File: src/rtl/noc_inject_pkt_arbiter_if.sv
// Bundle between the injection arbiter (master side) and its source FIFOs,
// destination FIFO and status observers (slave side).
interface noc_inject_pkt_arbiter_if #(
  parameter int NUM_SRC = 4,
  parameter int FLIT_W  = 34
);
  localparam int ID_W = $clog2(NUM_SRC);

  // Handshake: a source is read when src_ren[i] is high on a clk edge and
  // src_rempty[i] was low; its flit appears on src_rdata one cycle later.
  // A flit is accepted by the destination on every edge with dst_wen high;
  // dst_afull/dst_full stall new reads but never an in-flight write.
  logic [NUM_SRC-1:0]        src_en;
  logic [NUM_SRC-1:0]        src_rempty;
  logic [NUM_SRC-1:0]        src_ren;
  logic [NUM_SRC*FLIT_W-1:0] src_rdata;
  logic                      dst_afull;
  logic                      dst_full;
  logic                      dst_wen;
  logic [FLIT_W-1:0]         dst_wdata;
  logic                      grant_vld;
  logic [ID_W-1:0]           grant_id;
  logic                      timeout_err;

  modport master (
    input  src_en, src_rempty, src_rdata, dst_afull, dst_full,
    output src_ren, dst_wen, dst_wdata, grant_vld, grant_id, timeout_err
  );

  modport slave (
    output src_en, src_rempty, src_rdata, dst_afull, dst_full,
    input  src_ren, dst_wen, dst_wdata, grant_vld, grant_id, timeout_err
  );
endinterface

File: src/rtl/noc_inject_pkt_arbiter.sv
// Packet-granular round-robin merge of NUM_SRC source flit FIFOs into one
// injection FIFO. Define NOC_INJ_ARB_TIMEOUT_EN to build the starvation timeout.
module noc_inject_pkt_arbiter #(
  parameter int         NUM_SRC      = 4,
  parameter int         FLIT_W       = 34,
  parameter logic [1:0] LBL_HEAD     = 2'd0,
  parameter logic [1:0] LBL_BODY     = 2'd1,
  parameter logic [1:0] LBL_TAIL     = 2'd2,
  parameter logic [1:0] LBL_HEADTAIL = 2'd3,
  parameter int         TIMEOUT_CYC  = 1024
) (
  input  logic                        clk,
  input  logic                        rst,
  noc_inject_pkt_arbiter_if.master    bus,
  output logic                        dbg_state_o
);

  localparam int ID_W = $clog2(NUM_SRC);

  if (NUM_SRC < 2 || NUM_SRC > 16 || TIMEOUT_CYC < 2 ||
      LBL_HEAD == LBL_BODY || LBL_HEAD == LBL_TAIL || LBL_HEAD == LBL_HEADTAIL ||
      LBL_BODY == LBL_TAIL || LBL_BODY == LBL_HEADTAIL || LBL_TAIL == LBL_HEADTAIL) begin : g_bad_cfg
    $error("noc_inject_pkt_arbiter: illegal parameter set");
  end

  typedef enum logic {IDLE = 1'b0, PKT = 1'b1} state_e;

  state_e              state_q, state_d;
  logic [ID_W-1:0]     grant_id_q, grant_id_d;
  logic [ID_W-1:0]     rr_ptr_q, rr_ptr_d;
  logic                rd_vld_q;

  logic [NUM_SRC-1:0]  cand;
  logic [NUM_SRC-1:0]  ren;
  logic                hi_vld, lo_vld, pick_vld;
  logic [ID_W-1:0]     hi_id, lo_id, pick_id;
  logic [FLIT_W-1:0]   owner_flit;
  logic                owner_empty;
  logic [1:0]          ret_lbl;
  logic                last_lbl;
  logic                pkt_done;
  logic                rd_go;
  logic                tmo_fire;

  assign cand = bus.src_en & ~bus.src_rempty;

  // Sources above rr_ptr win over those at or below it; lowest index first in each half.
  always_comb begin
    hi_vld = 1'b0;
    hi_id  = '0;
    lo_vld = 1'b0;
    lo_id  = '0;
    for (int i = NUM_SRC - 1; i >= 0; i--) begin
      if (cand[i] && (ID_W'(i) > rr_ptr_q)) begin
        hi_vld = 1'b1;
        hi_id  = ID_W'(i);
      end
      if (cand[i] && (ID_W'(i) <= rr_ptr_q)) begin
        lo_vld = 1'b1;
        lo_id  = ID_W'(i);
      end
    end
    pick_vld = hi_vld | lo_vld;
    pick_id  = hi_vld ? hi_id : lo_id;
  end

  always_comb begin
    owner_flit  = '0;
    owner_empty = 1'b1;
    for (int i = 0; i < NUM_SRC; i++) begin
      if (grant_id_q == ID_W'(i)) begin
        owner_flit  = bus.src_rdata[i*FLIT_W +: FLIT_W];
        owner_empty = bus.src_rempty[i];
      end
    end
  end

  assign ret_lbl  = owner_flit[FLIT_W-1 -: 2];
  assign last_lbl = (ret_lbl == LBL_TAIL) || (ret_lbl == LBL_HEADTAIL);
  assign pkt_done = rd_vld_q && last_lbl;
  // The returning flit's label gates the next read, so a packet never over-reads its tail.
  assign rd_go    = (state_q == PKT) && !owner_empty && !bus.dst_afull &&
                    !bus.dst_full && !pkt_done;

  always_comb begin
    for (int i = 0; i < NUM_SRC; i++) begin
      ren[i] = rd_go && (grant_id_q == ID_W'(i));
    end
  end

`ifdef NOC_INJ_ARB_TIMEOUT_EN
  localparam int CNT_W = $clog2(TIMEOUT_CYC);

  logic [CNT_W-1:0] tmo_cnt_q, tmo_cnt_d;
  logic             tmo_err_q;
  logic             starving;

  assign starving = (state_q == PKT) && owner_empty && !rd_vld_q;
  assign tmo_fire = starving && (tmo_cnt_q == CNT_W'(TIMEOUT_CYC - 1));

  always_comb begin
    tmo_cnt_d = tmo_cnt_q;
    if (state_q != PKT || rd_go || tmo_fire) begin
      tmo_cnt_d = '0;
    end else if (starving) begin
      tmo_cnt_d = tmo_cnt_q + 1'b1;
    end
  end

  always_ff @(posedge clk or posedge rst) begin
    if (rst) begin
      tmo_cnt_q <= '0;
      tmo_err_q <= 1'b0;
    end else begin
      tmo_cnt_q <= tmo_cnt_d;
      tmo_err_q <= tmo_err_q | tmo_fire;
    end
  end

  assign bus.timeout_err = tmo_err_q;
`else
  assign tmo_fire        = 1'b0;
  assign bus.timeout_err = 1'b0;
`endif

  always_comb begin
    state_d    = state_q;
    grant_id_d = grant_id_q;
    rr_ptr_d   = rr_ptr_q;
    case (state_q)
      IDLE: begin
        if (pick_vld) begin
          state_d    = PKT;
          grant_id_d = pick_id;
        end
      end
      PKT: begin
        if (pkt_done || tmo_fire) begin
          state_d  = IDLE;
          rr_ptr_d = grant_id_q;
        end
      end
      default: state_d = IDLE;
    endcase
  end

  always_ff @(posedge clk or posedge rst) begin
    if (rst) begin
      state_q    <= IDLE;
      grant_id_q <= '0;
      rr_ptr_q   <= ID_W'(NUM_SRC - 1);
      rd_vld_q   <= 1'b0;
    end else begin
      state_q    <= state_d;
      grant_id_q <= grant_id_d;
      rr_ptr_q   <= rr_ptr_d;
      rd_vld_q   <= rd_go;
    end
  end

  assign bus.src_ren   = ren;
  assign bus.dst_wen   = rd_vld_q;
  assign bus.dst_wdata = rd_vld_q ? owner_flit : '0;
  assign bus.grant_vld = (state_q == PKT);
  assign bus.grant_id  = grant_id_q;
  assign dbg_state_o   = state_q;

endmodule

File: src/flat_wrapper.sv
// flat-port wrapper written by rule: the top's interface ports become plain ports
module noc_inject_pkt_arbiter_flat 
#(
  parameter int         NUM_SRC      = 4,
  parameter int         FLIT_W       = 34,
  parameter logic [1:0] LBL_HEAD     = 2'd0,
  parameter logic [1:0] LBL_BODY     = 2'd1,
  parameter logic [1:0] LBL_TAIL     = 2'd2,
  parameter logic [1:0] LBL_HEADTAIL = 2'd3,
  parameter int         TIMEOUT_CYC  = 1024
)
  (clk, rst, dbg_state_o, bus_src_en, bus_src_rempty, bus_src_rdata, bus_dst_afull, bus_dst_full, bus_src_ren, bus_dst_wen, bus_dst_wdata, bus_grant_vld, bus_grant_id, bus_timeout_err);
  noc_inject_pkt_arbiter_if #(.NUM_SRC(NUM_SRC), .FLIT_W(FLIT_W)) bus_i ();
  input  logic clk;
  input  logic rst;
  output logic dbg_state_o;
  input wire logic [$bits(bus_i.src_en)-1:0] bus_src_en;
  input wire logic [$bits(bus_i.src_rempty)-1:0] bus_src_rempty;
  input wire logic [$bits(bus_i.src_rdata)-1:0] bus_src_rdata;
  input wire logic [$bits(bus_i.dst_afull)-1:0] bus_dst_afull;
  input wire logic [$bits(bus_i.dst_full)-1:0] bus_dst_full;
  output wire logic [$bits(bus_i.src_ren)-1:0] bus_src_ren;
  output wire logic [$bits(bus_i.dst_wen)-1:0] bus_dst_wen;
  output wire logic [$bits(bus_i.dst_wdata)-1:0] bus_dst_wdata;
  output wire logic [$bits(bus_i.grant_vld)-1:0] bus_grant_vld;
  output wire logic [$bits(bus_i.grant_id)-1:0] bus_grant_id;
  output wire logic [$bits(bus_i.timeout_err)-1:0] bus_timeout_err;
  assign bus_i.src_en = bus_src_en;
  assign bus_i.src_rempty = bus_src_rempty;
  assign bus_i.src_rdata = bus_src_rdata;
  assign bus_i.dst_afull = bus_dst_afull;
  assign bus_i.dst_full = bus_dst_full;
  assign bus_src_ren = bus_i.src_ren;
  assign bus_dst_wen = bus_i.dst_wen;
  assign bus_dst_wdata = bus_i.dst_wdata;
  assign bus_grant_vld = bus_i.grant_vld;
  assign bus_grant_id = bus_i.grant_id;
  assign bus_timeout_err = bus_i.timeout_err;
  noc_inject_pkt_arbiter #(.NUM_SRC(NUM_SRC), .FLIT_W(FLIT_W), .LBL_HEAD(LBL_HEAD), .LBL_BODY(LBL_BODY), .LBL_TAIL(LBL_TAIL), .LBL_HEADTAIL(LBL_HEADTAIL), .TIMEOUT_CYC(TIMEOUT_CYC)) u_core (.clk(clk), .rst(rst), .bus(bus_i), .dbg_state_o(dbg_state_o));
endmodule
File: config.mk
export PLATFORM = sky130hd
export DESIGN_NAME = noc_inject_pkt_arbiter_flat
export DESIGN_NICKNAME = d
export VERILOG_FILES = /design/src/rtl/noc_inject_pkt_arbiter_if.sv /design/src/rtl/noc_inject_pkt_arbiter.sv /design/src/flat_wrapper.sv
export SDC_FILE = /design/constraint.sdc
export NUM_CORES = 1
export LEC_CHECK = 0
export ABC_AREA = 1
export CORE_MARGIN = 1.5
export CORE_UTILIZATION = 27
export CTS_CLUSTER_SIZE = 25
export DETAILED_ROUTE_END_ITERATION = 12
export GPL_ROUTABILITY_DRIVEN = 0
export MAX_ROUTING_LAYER = met4
export PLACE_DENSITY = 0.82
export SLEW_MARGIN = 20
export SYNTH_ARGS = -nofsm -noshare
export SYNTH_HDL_FRONTEND = slang
export SYNTH_SLANG_ARGS = --single-unit
File: constraint.sdc
create_clock -name clk -period 1.65 [get_ports clk]
set_clock_uncertainty 0.2 [all_clocks]
set_input_delay 0.165 -clock clk [delete_from_list [all_inputs] [get_ports clk]]
set_output_delay 0.165 -clock clk [all_outputs]
set_load 0.01 [all_outputs]
# After elaboration in Yosys (flattened, before gate mapping)

Cells that the tools add are included.

Bits in registers: 6
Input bits: 148
Output and inout port bits: 44

$lt $le $gt $ge: 8
Equal/unequal tests: 5
Muxes and demuxes: 29
Bitwise gates (word level): 4
Reduce and logical (&&, ||, !) cells: 25

Operator list:

| cell               | count |
|---|---|
| $mux 34            | 5 |
| $mux 2             | 9 |
| $logic_and 1x1->1  | 17 |
| $mux 1             | 14 |
| $eq 2x2->1 const B | 4 |
| $and 4x4->4        | 1 |
| $gt 1x2->1 const A | 2 |
| $gt 2x2->1 const A | 2 |
| $le 1x2->1 const A | 2 |
| $le 2x2->1 const A | 2 |
| $logic_not 1->1    | 4 |
| $not 4->4          | 1 |
| $reduce_and 2->1   | 2 |
| $eq 2x1->1 const B | 1 |
| $logic_not 2->1    | 1 |
| $pmux 1 s2         | 1 |
| $logic_or 1x1->1   | 1 |
| $not 1->1          | 1 |
| $or 1x1->1         | 1 |

# Depth between registers and ports, before layout

Gate-level depths: netlist (run 1).

Depth in word-level cells: 11
Gate-level depth with buffers: 9

# Least setup slack after synthesis (run 1)

OpenSTA, ideal clock, no wires.

Path type: reg-to-output
From: reg u_core.grant_id_q[0] (netlist: u_core.bus.grant_id[0])
To: out bus_dst_wdata[26]
Arrival: 1.333 ns
Path slack: -0.048 ns
Cell stages (with the launch flop): 8
Path buffers: 1
Cell sequence: dfrtp_1 > inv_2 > buf_2 > nor2_1 > nor2_1 > o21a_1 > o21ai_0 > a21oi_1

Longest elaborated chain between the ends: 6
Elaborated cells on any way between the ends: 9
Classes of those cells: eq/ne (3); mux (5); reduce/logical (1)

Ends and longest elaborated chain:

| element                | RTL line                      | RTL |
|---|---|---|
| start, declared        | noc_inject_pkt_arbiter.sv:29  | `logic [ID_W-1:0] grant_id_q, grant_id_d;` |
| start signal, assigned | noc_inject_pkt_arbiter.sv:155 | `grant_id_q <= grant_id_d;` |
| $logic_not 2->1        | noc_inject_pkt_arbiter.sv:71  | `if (grant_id_q == ID_W'(i)) begin` |
| $mux 34 (3 in series)  | noc_inject_pkt_arbiter.sv:71  |  |
| $mux 34 (*)            | noc_inject_pkt_arbiter.sv:71  |  |
| $mux 34 (*)            | noc_inject_pkt_arbiter.sv:163 | `assign bus.dst_wdata = rd_vld_q ? owner_flit : '0;` |
| end, declared          | flat_wrapper.sv:24            | `output wire logic [$bits(bus_i.dst_wdata)-1:0] bus_dst_wdata;` |

Every way passes the cells marked *; elsewhere a longest branch is shown, timed or not.

# Worst setup path in the final report (run 1)

From: reg u_core.grant_id_q[1] (netlist: u_core.bus.grant_id[1])
To: out bus_dst_wdata[1]

The elaborated chain is that of the path after synthesis.

==> reports/results.ini, run 1 <==
[route]
initialDrtViolationCount=90
wl_um=8650
vias=2947
vias_per_cell=4.90
final_antenna_net_count=0
post_drt_wl_per_cell_um=14.4
dr.pass1.iters=5
drc=0

[cells_and_area]
fin_cells=601
area_growth_pct=147
layout-drive-gt1-share_pct=27.4
nets=678
n_antenna_cell=0
final_util_pct=70.6

[clock_tree]
numClockSinks=6
cts_tree=done
cts-root-buf=clkbuf_8
h-tree-depth=1
cts_buffers=3
clk-insertion-delay-late_ns=0.23
path_clk_slew_ns=0.04
cts_buffer_depth=2

[worst_setup_path]
r2r-start=u_core.bus.grant_id[1]
worstPathArrival_ns=1.68
crit_fanout=5
critPathKind=reg -> out
r2r_end=u_core.rr_ptr_q[0]
worstSetupStartpoint=u_core.bus.grant_id[1]
reg2reg_depth=10
endpoint=bus_dst_wdata[1]
end_kind=primary output
rrSetupSlack_ns=-0.10
worstSetupStartpointType=register
cp.required_ns=1.28

[pwr]
clkPwrFrac_pct=6.3
ir_worst_vdd_mv=0.630
p_leak_nw=1.97
sw_frac_of_total_pct=46.2
power.switching_mw=1.69
p_per_area_mw_per_mm2=926
p_int_mw=1.97
p_comb_share_pct=85.7
seqPwrFrac_pct=8.0

[sta]
rsz0062_at_grt=true
setup_ws_ns=-0.397
finalSetupViolations=41
drv_slew=0
hold_ws_ns=0.299
post-route-period-util_pct=124
max_clock_freq_mhz=488
fin_tns_setup_ns=-12.27
period_minus_slack_ns=2.05
finalHoldViolations=0

[global_routing]
grt_start_max_net_pins=23
grt_pass1_wl_um=12800
grt_pass1_vias=2873
antenna_found_initial=0
gr-usage-all-layers_pct=25.9
grt_overflow=0

[floorplan]
placementRows=27
coreArea_mm2=0.00561
pin_count=192
chipHeight_um=80.0
dieArea_mm2=0.00640
initial_core_util_pct=28.6
die_x_um=80.0

[placed_design]
hpwl_um=6750
place_ws_ns=-0.580
portBuffers=190
dp.cells=583

[status]
status=finished with violations
violations=setup timing

[logic_synthesis]
syn-num-nets=453
synth_cells=305
avgSynthCellArea_um2=5.25
synth_cell_type_count=28
yosysWarnings=0
ys_seq_area_share_pct=9.53
ys_ff_latch=6
netlist_area_mm2=0.00160

[min_path]
min_path_cells=2
hold_path_class=reg -> reg

[job]
cap_violations=0

-- area by class of cell --
type / instances / area (um^2)
repair buffers: 241 / 2190
well taps: 72 / 90.1
fillers: 491 / 1650
multi-input cells: 239 / 1330
clock buffers: 4 / 45.0
flip-flops and latches: 6 / 155
inverters: 39 / 151
-- power groups by stage --
stage	logic [mW]	registers [mW]	clock network (mW)
finish	3.14	0.292	0.233
global route	3.44	0.299	0.247
CTS	3.03	0.292	0.235
detailed placement	2.78	0.283	0
global placement	2.74	0.278	0
floorplan	1.48	0.302	0
-- metal layers --
metal	vias up	share of wire [%]	track usage [%]
li1	1447	-	-
met1	1337	37	26.6
met2	145	52	49.0
met3	18	8.0	5.03
met4	0	2.3	7.93
met5	-	0	-
-- worst min-delay path by stage --
stage,startpoint,endpoint
floorplan,rst,u_core.bus.dst_wen
global placement,rst,u_core.bus.grant_vld
detailed placement,rst,u_core.bus.grant_vld
CTS,u_core.rr_ptr_q[0],u_core.rr_ptr_q[0]
global route,u_core.rr_ptr_q[0],u_core.rr_ptr_q[0]
finish,u_core.rr_ptr_q[0],u_core.rr_ptr_q[0]
-- what timing repair did --
action	4_1_cts	5_1_grt
hold buffers	1	0
pin swaps	6	2
hold endpoints to repair	4	0
endpoints found under the setup margin	42	41
gates resized for setup	207	24
setup buffers	11	2
gates cloned	1	0
-- cell usage in the layout, fill, tap and decap left out --
cell type / Yosys / layout
buf_4: 6 / 38
nand4_1: 1 / 1
dfstp_2: 2 / 2
nor2_4: 2 / 5
buf_6: 4 / 15
o21bai_1: 1 / 1
clkbuf_1: 5 / 1
nand2_2: 2 / 11
inv_2: 6 / 4
a21oi_1: 16 / 16
nand2_4: 0 / 5
nand2_1: 76 / 62
dfrtp_2: 0 / 2
o21a_1: 13 / 13
clkbuf_8: 0 / 3
clkdlybuf4s15_1: 0 / 1
or2_2: 1 / 1
nor2_1: 39 / 33
o221ai_1: 2 / 2
inv_4: 0 / 2
nand3_1: 25 / 11
o21ai_1: 3 / 15
o21ai_2: 0 / 1
conb_1: 1 / 1
dlygate4sd2_1: 0 / 2
inv_1: 33 / 33
buf_2: 4 / 33
dfrtp_1: 4 / 2
a31oi_1: 1 / 1
o21ai_0: 34 / 21
nand3_2: 1 / 15
buf_12: 0 / 2
o211ai_1: 17 / 17
dlygate4sd3_1: 0 / 1
nor2_2: 3 / 6
nor3_1: 1 / 1
clkdlybuf4s50_1: 0 / 149
-- worst max-delay path: stages (launching register included) --
cell      delay [ns]
dfrtp_2         0.45
buf_6           0.14
nor2_4          0.18
buf_6           0.14
buf_6           0.10
buf_6           0.09
nand2_2         0.04
nand3_2         0.06
o211ai_1        0.08
inv_1           0.06
buf_2           0.12
-- cells by family (layout without fill, tap and decap cells) --
family | Yosys count | in the layout | synth area share [%]
AOI/OAI and AO/OA | 87 | 87 | 32.6
and+or+nand+nor | 151 | 151 | 39.8
other | 1 | 1 | 0.234
buffers and inverters | 60 | 284 | 17.8
DFF | 6 | 6 | 9.53
-- state kept, by name, indices dropped and copies added, names as in the netlist --
| name | flops |
|---|---|
| u_core.rr_ptr_q | 2 |
| u_core.bus.grant_id | 2 |
| u_core.bus.dst_wen | 1 |
| u_core.bus.grant_vld | 1 |
-- cell usage after synthesis --
cell | count | area (um^2)
dfstp_2 | 2 | 52.6
o221ai_1 | 2 | 17.5
o21bai_1 | 1 | 7.51
inv_1 | 33 | 124
clkbuf_1 | 5 | 18.8
inv_2 | 6 | 22.5
nand4_1 | 1 | 6.26
a31oi_1 | 1 | 6.26
o21ai_1 | 3 | 15.0
o211ai_1 | 17 | 128
nor2_1 | 39 | 146
clkbuf_2 | 2 | 10.0
nand2_2 | 2 | 12.5
nor2_2 | 3 | 18.8
buf_4 | 6 | 45.0
nor3_1 | 1 | 5.00
nor2_4 | 2 | 22.5
nand3_2 | 1 | 10.0
nand2_1 | 76 | 285
o21a_1 | 13 | 97.6
buf_2 | 4 | 20.0
or2_2 | 1 | 6.26
a21oi_1 | 16 | 80.1
buf_6 | 4 | 45.0
conb_1 | 1 | 3.75
dfrtp_1 | 4 | 100
o21ai_0 | 34 | 170
nand3_1 | 25 | 125
-- through the flow --
| stage | power [mW] | area, um^2 |
|---|---|---|
| after floorplan | 1.78 | 1610 |
| after global placement | 3.02 | 3760 |
| after detailed placement | 3.07 | 3760 |
| after CTS | 3.56 | 3880 |
| after global routing | 3.99 | 3960 |
| final | 3.66 | 3960 |
(Power assumes the default switching activity.)
==> run 2, diff against run 1 <==
--- a/config.mk
+++ b/config.mk
@@ -12,7 +12,8 @@
 export DETAILED_ROUTE_END_ITERATION = 12
 export GPL_ROUTABILITY_DRIVEN = 0
+export GPL_TIMING_DRIVEN = 1
 export MAX_ROUTING_LAYER = met4
 export PLACE_DENSITY = 0.82
-export SLEW_MARGIN = 20
+export SLEW_MARGIN = 15
 export SYNTH_ARGS = -nofsm -noshare
 export SYNTH_HDL_FRONTEND = slang
==> constraint.sdc (replaced) <==
create_clock -name clk -period 1.65 [get_ports clk]
set_clock_uncertainty 0.2 [all_clocks]
set_input_delay 0.2475 -clock clk [delete_from_list [all_inputs] [get_ports clk]]
set_output_delay 0.2475 -clock clk [all_outputs]
set_load 0.01 [all_outputs]
==> reports/results.ini, run 2 (synthesis results as in run 1) <==
[worst_setup_path]
critPathKind=reg -> out
reg2reg_depth=12
crit_fanout=6
end_kind=primary output
worstPathArrival_ns=1.74
crit_top_cell=nor2_1
rrSetupSlack_ns=-0.32
crit_chain=nand2_4, buf_4, nor2_1, nor2_1, nand2_2, inv_2, nor2_4, inv_4, nor2_2, buf_2
cp_slowest_cell=dfrtp_2
critPathTopFamily=simple AND/OR/NAND/NOR gates
r2r-start=u_core.bus.grant_id[1]
slowest_delay_ns=0.52
r2r_end=u_core.rr_ptr_q[0]
crit_buf_inv=4
cp.required_ns=1.20
worstSetupStartpointType=register

[floorplan]
placementRows=27
coreArea_mm2=0.00561
die_x_um=80.0
chipHeight_um=80.0
initial_core_util_pct=28.6
dieArea_mm2=0.00640
pin_count=192

[global_routing]
gr-usage-all-layers_pct=29.2
grt_overflow=0
grt_pass1_vias=3044
grt_start_max_net_pins=21
grt_pass1_wl_um=14300
antenna_found_initial=0

[route]
initialDrtViolationCount=131
drc=0
wl_um=10200
dr.pass1.iters=4
post_drt_wl_per_cell_um=16.7
final_antenna_net_count=0
vias=3044
vias_per_cell=4.97

[cells_and_area]
nets=690
area_growth_pct=183
n_antenna_cell=0
fin_cells=613
final_common_cell=clkdlybuf4s50_1
layout_common_cells=148 x clkdlybuf4s50_1, 56 x nand2_1, 33 x buf_2
final_util_pct=80.8
layout-drive-gt1-share_pct=39.9

[placed_design]
dp.cells=584
portBuffers=190
hpwl_um=7020

[min_path]
hold_path_class=in -> async

[sta]
rsz0062_at_grt=true
period_minus_slack_ns=2.19
drv_slew=0
setup_ws_ns=-0.542
max_clock_freq_mhz=456
finalSetupViolations=41
post-route-period-util_pct=133
hold_ws_ns=0.0535
finalHoldViolations=0

[clock_tree]
cts-root-buf=clkbuf_8
h-tree-depth=1
cts_buffers=3
numClockSinks=6
path_clk_slew_ns=0.04
hold_buffers=0
cts_tree=done
clk-insertion-delay-late_ns=0.23
cts_buffer_depth=2

[status]
status=finished with violations
violations=setup timing

[pwr]
p_per_area_mw_per_mm2=1090
ir_worst_vdd_mv=0.694
power.total_mw=4.95
p_leak_nw=2.16

[job]
cap_violations=0

-- run 2: cell count changes in the layout (fill, tap and decap cells not counted), moves of 9 or more --
| cell | previous run | this run |
|---|---|---|
| a21oi_2 | 0 | 15 |
| a21oi_1 | 16 | 1 |
| nor2_1 | 33 | 24 |
| o21ai_0 | 21 | 5 |
| o21ai_2 | 1 | 20 |
| buf_6 | 15 | 25 |
-- run 2: layer usage --
metal | GRT usage (%) | vias up | routed length [um]
met1 | 33.0 | 1415 | 3910
met4 | 8.10 | 0 | 347
li1 | - | 1470 | -
met5 | - | - | 0
met3 | 4.23 | 32 | 574
met2 | 53.1 | 127 | 5410
-- run 2: worst register-to-register path, stage by stage (launching register included) --
cell and delay [ns]:
dfrtp_2 0.44, buf_6 0.14, nor2_4 0.15, buf_4 0.15
nand2_2 0.05, nand3_2 0.07, nand2_2 0.06, buf_4 0.13
buf_4 0.12, buf_4 0.13, nor2_4 0.12, nand2_1 0.07
o21ai_1 0.08
-- run 2: repair_timing --
action,4_1_cts,5_1_grt
resized for setup,261,62
endpoints found under the hold margin,0,0
endpoints found under the setup margin,46,46
cloned,3,1
pin swaps,34,35
setup buffers,18,7
-- run 2: metrics by stage --
step | worst slack [ns] | instance area [um^2] | setup TNS (ns)
floorplan | -0.0320 | 1690 | -0.241
global route | -0.598 | 4530 | -21.22
global placement | -0.651 | 3890 | -21.90
CTS | -0.479 | 4280 | -16.21
finish | -0.542 | 4530 | -18.33
detailed placement | -0.707 | 3890 | -22.79
-- run 2: worst max path at each step --
stage,from,end,depth (start not counted)
2_1_floorplan,u_core.bus.grant_id[1],bus_src_ren[0],8
3_3_place_gp,bus_dst_afull,bus_src_ren[3],8
3_5_place_dp,bus_src_rdata[101],bus_src_ren[1],9
4_1_cts,u_core.bus.grant_id[1],bus_src_ren[3],10
5_1_grt,u_core.bus.grant_id[1],bus_src_ren[3],10
6_report,u_core.bus.grant_id[0],bus_src_ren[3],10
-- run 2: final cells by class --
class,instances,area (um^2)
Clock buffer,4,45.0
Sequential cell,6,155
Timing Repair Buffer,253,2460
Inverter,39,166
Tap cell,72,90.1
Fill cell,361,1070
Multi-Input combinational cell,239,1610
-- run 2: report_power, final --
part / total, mW / switching, mW / internal [mW] / leakage (nW)
Sequential: 0.302 / 0.0788 / 0.224 / 0.0677
Clock: 0.239 / 0.0719 / 0.167 / 0.0228
Combinational: 4.41 / 2.15 / 2.26 / 2.07
